<file path="src/rtl/prime_detector_if.sv">
// Handshake bundle for prime_detector_seq.
// The operand channel and the result channel each use a valid/ready pair.
//   in_valid / in_ready / in_data         operand n, WIDTH-bit unsigned
//   out_valid / out_ready                 result transfer
//   out_prime / out_factor                1 = prime; smallest factor >1 if composite, else 0
// The master modport belongs to the producer/consumer side.
// The slave modport belongs to the detector.
interface prime_detector_if #(
  parameter int WIDTH = 8
);
  logic             in_valid;
  logic             in_ready;
  logic [WIDTH-1:0] in_data;
  logic             out_valid;
  logic             out_ready;
  logic             out_prime;
  logic [WIDTH-1:0] out_factor;

  modport master (
    output in_valid, in_data, out_ready,
    input  in_ready, out_valid, out_prime, out_factor
  );

  modport slave (
    input  in_valid, in_data, out_ready,
    output in_ready, out_valid, out_prime, out_factor
  );
endinterface

</file>
<file path="src/rtl/prime_detector_seq.sv">
// Sequential prime detector using trial division.
// One operand is accepted over the bus input handshake. Divisors d = 2..floor(sqrt(n))
// are tried in turn. A single restoring divider, producing one quotient bit per cycle,
// is shared by all divisors. The result comes back over the bus output handshake.
// Ports:
//   clk    rising-edge clock
//   rst_n  asynchronous active-low reset; it aborts any operation in flight
//   bus    prime_detector_if.slave (in_valid/in_ready/in_data, out_valid/out_ready/out_prime/out_factor)
// Parameter: WIDTH operand width, legal range 4..32.
// Build option: when PRIME_FASTPATH_EN is defined, the following cases resolve in the
// first CHECK cycle:
//   - operands below 8
//   - even operands (result: composite, factor 2)
// All other operands are tried against odd divisors only. Results are the same in both
// builds; only the latency differs.
module prime_detector_seq #(
  parameter int WIDTH = 8
) (
  input logic             clk,
  input logic             rst_n,
  prime_detector_if.slave bus
);

  localparam int CNT_W = $clog2(WIDTH);
  localparam logic [CNT_W-1:0] CNT_LAST = CNT_W'(WIDTH - 1);

`ifdef PRIME_FASTPATH_EN
  localparam logic [WIDTH-1:0] D_START = WIDTH'(3);
  localparam logic [WIDTH-1:0] D_STEP  = WIDTH'(2);
`else
  localparam logic [WIDTH-1:0] D_START = WIDTH'(2);
  localparam logic [WIDTH-1:0] D_STEP  = WIDTH'(1);
`endif

  typedef enum logic [1:0] {IDLE, CHECK, DIV, DONE} state_t;

  state_t           state;
  logic [WIDTH-1:0] n;        // latched operand
  logic [WIDTH-1:0] d;        // current trial divisor
  logic [WIDTH-1:0] quot;     // dividend shifts out of the top; quotient bits shift in at the bottom
  logic [WIDTH-1:0] rem;      // partial remainder; always < d
  logic [CNT_W-1:0] bit_cnt;  // quotient bit index within one division
  logic             out_valid_q;
  logic             out_prime_q;
  logic [WIDTH-1:0] out_factor_q;

  // Restoring-division step. The trial value needs one extra bit because rem can be up to d-1.
  logic [WIDTH:0]     trial;
  logic               trial_ge;
  logic [WIDTH-1:0]   rem_next;
  logic [2*WIDTH-1:0] d_sq;

  // NOTE: every variable driven in always_comb gets a value on every path, so no latch is inferred.
  always_comb begin
    trial    = {rem, quot[WIDTH-1]};
    trial_ge = (trial >= {1'b0, d});
    // When trial >= d the difference is < d, so a WIDTH-bit subtraction is exact.
    rem_next = trial_ge ? (trial[WIDTH-1:0] - d) : trial[WIDTH-1:0];
    // The square is formed at double width so it cannot overflow.
    d_sq     = {{WIDTH{1'b0}}, d} * {{WIDTH{1'b0}}, d};
  end

  // NOTE: sequential state uses non-blocking assignments only, so every register samples pre-edge values.
  // NOTE: the reset clears every register, including the datapath registers, so an aborted run leaves no residue.
  always_ff @(posedge clk or negedge rst_n) begin
    if (!rst_n) begin
      state        <= IDLE;
      n            <= '0;
      d            <= '0;
      quot         <= '0;
      rem          <= '0;
      bit_cnt      <= '0;
      out_valid_q  <= 1'b0;
      out_prime_q  <= 1'b0;
      out_factor_q <= '0;
    end else begin
      case (state)
        IDLE: begin
          if (bus.in_valid) begin
            n     <= bus.in_data;
            d     <= D_START;
            state <= CHECK;
          end
        end

        CHECK: begin
`ifdef PRIME_FASTPATH_EN
          // Fast cases resolve here rather than at accept.
          // This keeps their latency equal to that of the n<2 path.
          if (n < WIDTH'(8)) begin
            out_prime_q  <= (n[1] & ~n[2]) | (n[0] & n[2]);
            out_factor_q <= (n == WIDTH'(4) || n == WIDTH'(6)) ? WIDTH'(2) : '0;
            out_valid_q  <= 1'b1;
            state        <= DONE;
          end else if (!n[0]) begin
            out_prime_q  <= 1'b0;
            out_factor_q <= WIDTH'(2);
            out_valid_q  <= 1'b1;
            state        <= DONE;
          end else
`endif
          if (n < WIDTH'(2)) begin
            out_prime_q  <= 1'b0;
            out_factor_q <= '0;
            out_valid_q  <= 1'b1;
            state        <= DONE;
          end else if (d_sq > {{WIDTH{1'b0}}, n}) begin
            // No divisor up to floor(sqrt(n)) divided n.
            out_prime_q  <= 1'b1;
            out_factor_q <= '0;
            out_valid_q  <= 1'b1;
            state        <= DONE;
          end else begin
            quot    <= n;
            rem     <= '0;
            bit_cnt <= '0;
            state   <= DIV;
          end
        end

        DIV: begin
          quot    <= {quot[WIDTH-2:0], trial_ge};
          rem     <= rem_next;
          bit_cnt <= bit_cnt + CNT_W'(1);
          if (bit_cnt == CNT_LAST) begin
            if (rem_next == '0) begin
              out_prime_q  <= 1'b0;
              out_factor_q <= d;
              out_valid_q  <= 1'b1;
              state        <= DONE;
            end else begin
              d     <= d + D_STEP;
              state <= CHECK;
            end
          end
        end

        DONE: begin
          // The result is held until it transfers. There is no bypass into a new accept.
          if (bus.out_ready) begin
            out_valid_q <= 1'b0;
            state       <= IDLE;
          end
        end

        default: state <= IDLE;
      endcase
    end
  end

  assign bus.in_ready   = (state == IDLE);
  assign bus.out_valid  = out_valid_q;
  assign bus.out_prime  = out_prime_q;
  assign bus.out_factor = out_factor_q;

endmodule

</file>
<file path="src/flat_wrapper.sv">
// flat-port wrapper written by rule: the top's interface ports become plain ports
module prime_detector_seq_flat 
#(
  parameter int WIDTH = 8
)
  (clk, rst_n, bus_in_valid, bus_in_data, bus_out_ready, bus_in_ready, bus_out_valid, bus_out_prime, bus_out_factor);
  prime_detector_if #(.WIDTH(WIDTH)) bus_i ();
  input logic clk;
  input logic rst_n;
  input wire logic [$bits(bus_i.in_valid)-1:0] bus_in_valid;
  input wire logic [$bits(bus_i.in_data)-1:0] bus_in_data;
  input wire logic [$bits(bus_i.out_ready)-1:0] bus_out_ready;
  output wire logic [$bits(bus_i.in_ready)-1:0] bus_in_ready;
  output wire logic [$bits(bus_i.out_valid)-1:0] bus_out_valid;
  output wire logic [$bits(bus_i.out_prime)-1:0] bus_out_prime;
  output wire logic [$bits(bus_i.out_factor)-1:0] bus_out_factor;
  assign bus_i.in_valid = bus_in_valid;
  assign bus_i.in_data = bus_in_data;
  assign bus_i.out_ready = bus_out_ready;
  assign bus_in_ready = bus_i.in_ready;
  assign bus_out_valid = bus_i.out_valid;
  assign bus_out_prime = bus_i.out_prime;
  assign bus_out_factor = bus_i.out_factor;
  prime_detector_seq #(.WIDTH(WIDTH)) u_core (.clk(clk), .rst_n(rst_n), .bus(bus_i));
endmodule
</file>
<file path="config.mk">
export PLATFORM = sky130hd
export DESIGN_NAME = prime_detector_seq_flat
export DESIGN_NICKNAME = d
export VERILOG_FILES = /design/src/rtl/prime_detector_if.sv /design/src/rtl/prime_detector_seq.sv /design/src/flat_wrapper.sv
export SDC_FILE = /design/constraint.sdc
export NUM_CORES = 1
export LEC_CHECK = 0
export ABC_AREA = 1
export CORE_UTILIZATION = 45
export DETAILED_ROUTE_END_ITERATION = 8
export GPL_TIMING_DRIVEN = 0
export MAX_ROUTING_LAYER = met4
export PLACE_DENSITY = 0.62
export SLEW_MARGIN = 20
export SYNTH_ARGS = -nofsm -noshare
export SYNTH_HDL_FRONTEND = slang
export SYNTH_SLANG_ARGS = --single-unit
export TNS_END_PERCENT = 50
</file>
<file path="constraint.sdc">
create_clock -name clk -period 4.4 [get_ports clk]
set_input_delay 0.88 -clock clk [delete_from_list [all_inputs] [get_ports clk]]
set_output_delay 0.88 -clock clk [all_outputs]
set_load 0.01 [all_outputs]
</file>
==> flow_summary.yaml <==
cells_and_area:
  drive_above_1_share_pct: 21.9
  area_growth_pct: 26.2
  final_nets: 866
  antennaDiodeCount: 0
  fin_cells: 916
  final_area_um2: 6420
place:
  placed_cell_area_um2: 5660
  gp_congestion: 0.848
  dp_cells: 871
  hpwl_um: 9900
  port_buffers: 22
drt:
  drt_first_pass_iters: 4
  drcViolationCount: 0
  wire_per_inst_um: 14.1
  vias: 4622
  ant_nets: 0
  viasPerCell: 5.05
  drt-initial-drc-count: 271
  drt_wl_total_um: 12900
sta:
  finalClockSkew_ns: 0.00628
  tightestPinTransition_ns: 0.582
  setup_ws_ns: -0.370
  drv_slew: 0
  setup_viol: 30
  max_freq_mhz: 210
  period_minus_slack_ns: 4.77
  hold_violations: 0
  period_share_pct: 108
  slew_headroom_pct: 61.2
  whs_ns: 0.476
  rsz0062_at_grt: "true"
power:
  seqPwrFrac_pct: 19.4
  combPwrFrac_pct: 66.4
  ir_drop_uv: 494
  p_per_area_nw_per_um2: 545
  p_leak_nw: 3.65
  power.internal_mw: 1.81
  swShare_pct: 48.1
  clkPwrFrac_pct: 14.2
  switchingPower_mw: 1.68
run_status:
  violations: "setup timing"
  status: "finished, violations left"
yosys:
  synth_area_per_cell_um2: 7.19
  ys_warn_count: 0
  syn_inst: 708
  ys_seq_area_share_pct: 23.1
  ys_ff_latch: 47
  synth_nets: 799
  ys_types: 37
  synth_area_um2: 5090
clock_tree:
  htree_num_levels: 2
  cts_tree: "done"
  clock-sinks: 47
  cts_inserted_buffers: 5
  clock_latency_ns: 0.29
  holdBufCountCts: 0
  root_buffer: "clkbuf_16"
  path_clk_slew_ns: 0.07
  cts_buffer_depth: 2
setup_path:
  worstPathArrival_ns: 4.95
  reg2regPathDepth: 26
  critical_path.max_fanout: 5
  critical_path_class: "reg -> reg"
  end_kind: "register"
  cp.required_ns: 4.58
  start_kind: "register"
global_routing:
  grt_overflow: 0
  grt_pass1_wl_um: 21800
  grt_util_met2_pct: 43.2
  busiest_layer: "met2"
  gr-usage-met3_pct: 2.65
  grtUsageTotal_pct: 24.6
  grt_max_degree: 25
  use_met1_pct: 29.6
  antenna_found_initial: 0
  grt_pass1_vias: 4650
floorplan:
  die_area_um2: 11700
  start_util_pct: 46.5
  io_pins: 23
  die_x_um: 108
  core.rowCount: 38
  core_area_um2: 10900
  die_h_um: 108
min_path:
  holdPathStages: 2
  min_path_type: "reg -> reg"
flow_run:
  max_cap_violations: 0
## layer usage
layer	vias to the layer above	part of all wire [%]
met5	-	0
met3	27	2.5
met4	0	2.2
met1	2194	44
met2	75	51
li1	2326	-
## cell type report
type,count,area [um^2]
clock inverter,3,67.6
buffer,21,204
inverter,132,500
tap,140,175
fill,1019,4520
sequential,47,1180
multi-input combinational,507,3610
timing repair buffer,61,563
clock buffer,5,125
## synthesized netlist by cell type (all sizes together)
cell type / count / share of area (%)
a211oi: 1 / 0.15
a21o: 1 / 0.15
a21oi: 19 / 1.9
a31oi: 1 / 0.12
buf: 10 / 1.5
clkbuf: 12 / 0.89
clkinv: 1 / 0.074
dfrtp: 47 / 23
fa: 26 / 10
ha: 53 / 13
inv: 131 / 9.7
nand2: 236 / 19
nand3: 40 / 4.7
nand3b: 9 / 1.3
nand4: 19 / 2.3
nor2: 44 / 4.4
nor3: 3 / 0.39
o21ai: 36 / 4.4
o22ai: 1 / 0.12
or2: 4 / 0.49
xnor2: 2 / 0.34
xor2: 12 / 2.1
## critical path, stage by stage (launching register included)
cell      delay (ns)
dfrtp_1         0.38
clkbuf_8        0.16
nand2_4         0.08
inv_4           0.04
ha_4            0.14
or2_4           0.24
fa_1            0.46
fa_1            0.52
inv_1           0.05
fa_1            0.49
inv_2           0.05
ha_4            0.30
xor2_4          0.19
ha_4            0.23
a21o_1          0.15
nor2_1          0.10
nand2_1         0.07
nand2_2         0.08
nand4_1         0.09
nor2_2          0.19
nand3_2         0.09
nand2_2         0.09
nand2_2         0.08
buf_8           0.15
buf_16          0.14
nand2_2         0.05
o21ai_2         0.05
## stage by stage
stage               util [%]  worst slack, ns  setup TNS [ns]  total power [mW]
floorplan                  -          -0.0789          -0.724              2.22
global route            58.7           -0.602          -16.77              3.79
global placement        51.6           -0.790          -20.96              2.64
finish                  58.7           -0.370           -9.93              3.50
CTS                     56.9           -0.357           -9.66              3.45
detailed placement      51.8           -0.831          -22.30              2.69
## logic make-up (layout without fill, tap and decap cells)
family	count (synthesis)	after routing	share of synthesized area, %
AND/OR/NAND/NOR	355	355	32.2
buffers and inverters	154	222	12.1
adder cells (fa/ha/maj)	79	79	23.3
AO/OA/AOI/OAI	59	59	6.91
flip-flops	47	47	23.1
XOR/XNOR	14	14	2.41
## placed cells by master (no fill, tap or decap), types with 10 or more instances in the layout
master,Yosys,final
nand2_2,7,21
fa_1,26,23
ha_1,53,45
nor2_1,37,33
nand3_1,35,31
nand2_1,225,200
clkdlybuf4s50_1,0,21
o21ai_2,12,14
o21ai_1,14,12
inv_2,6,14
nand2_4,3,14
nand4_1,19,19
inv_1,125,115
o21ai_0,10,10
dfrtp_1,47,45
buf_4,0,34
a21oi_1,18,18
## power groups by stage
stage,clock [mW],sequential (mW),combinational (mW)
after floorplan,0,0.659,1.56
after global placement,0,0.667,1.97
after detailed placement,0,0.670,2.02
after CTS,0.500,0.670,2.28
after global routing,0.518,0.693,2.57
final,0.496,0.678,2.32
## registers in the layout, summed over array words and instances (netlist names)
name	flops
u_core.bit_cnt	3
u_core.bus.out_prime	1
u_core.state	2
u_core.n	8
u_core.quot	8
u_core.bus.out_valid	1
u_core.bus.out_factor	8
u_core.rem	8
u_core.d	8
## repair_timing
item	4_1_cts	5_1_grt
cloned	2	1
pin swaps	45	19
resized for setup	51	23
endpoints found under the setup margin	30	30
buffers inserted	22	13
## final timing paths
check                                                 startpoint                                to  slack [ns]
min in group asynchronous                                  rst_n           u_core.n[6]$_DFFE_PN0P_        0.59
worst min-delay path            u_core.bus.out_prime$_DFFE_PN0P_  u_core.bus.out_prime$_DFFE_PN0P_        0.48
worst max-delay path                     u_core.d[4]$_DFFE_PN0P_        u_core.quot[4]$_DFFE_PN0P_       -0.37
worst min register to register  u_core.bus.out_prime$_DFFE_PN0P_  u_core.bus.out_prime$_DFFE_PN0P_        0.48
worst max register to register           u_core.d[4]$_DFFE_PN0P_        u_core.quot[4]$_DFFE_PN0P_       -0.37
max in group asynchronous                                  rst_n           u_core.d[7]$_DFFE_PN0P_        3.26
Power figures use the tool's default switching activity.
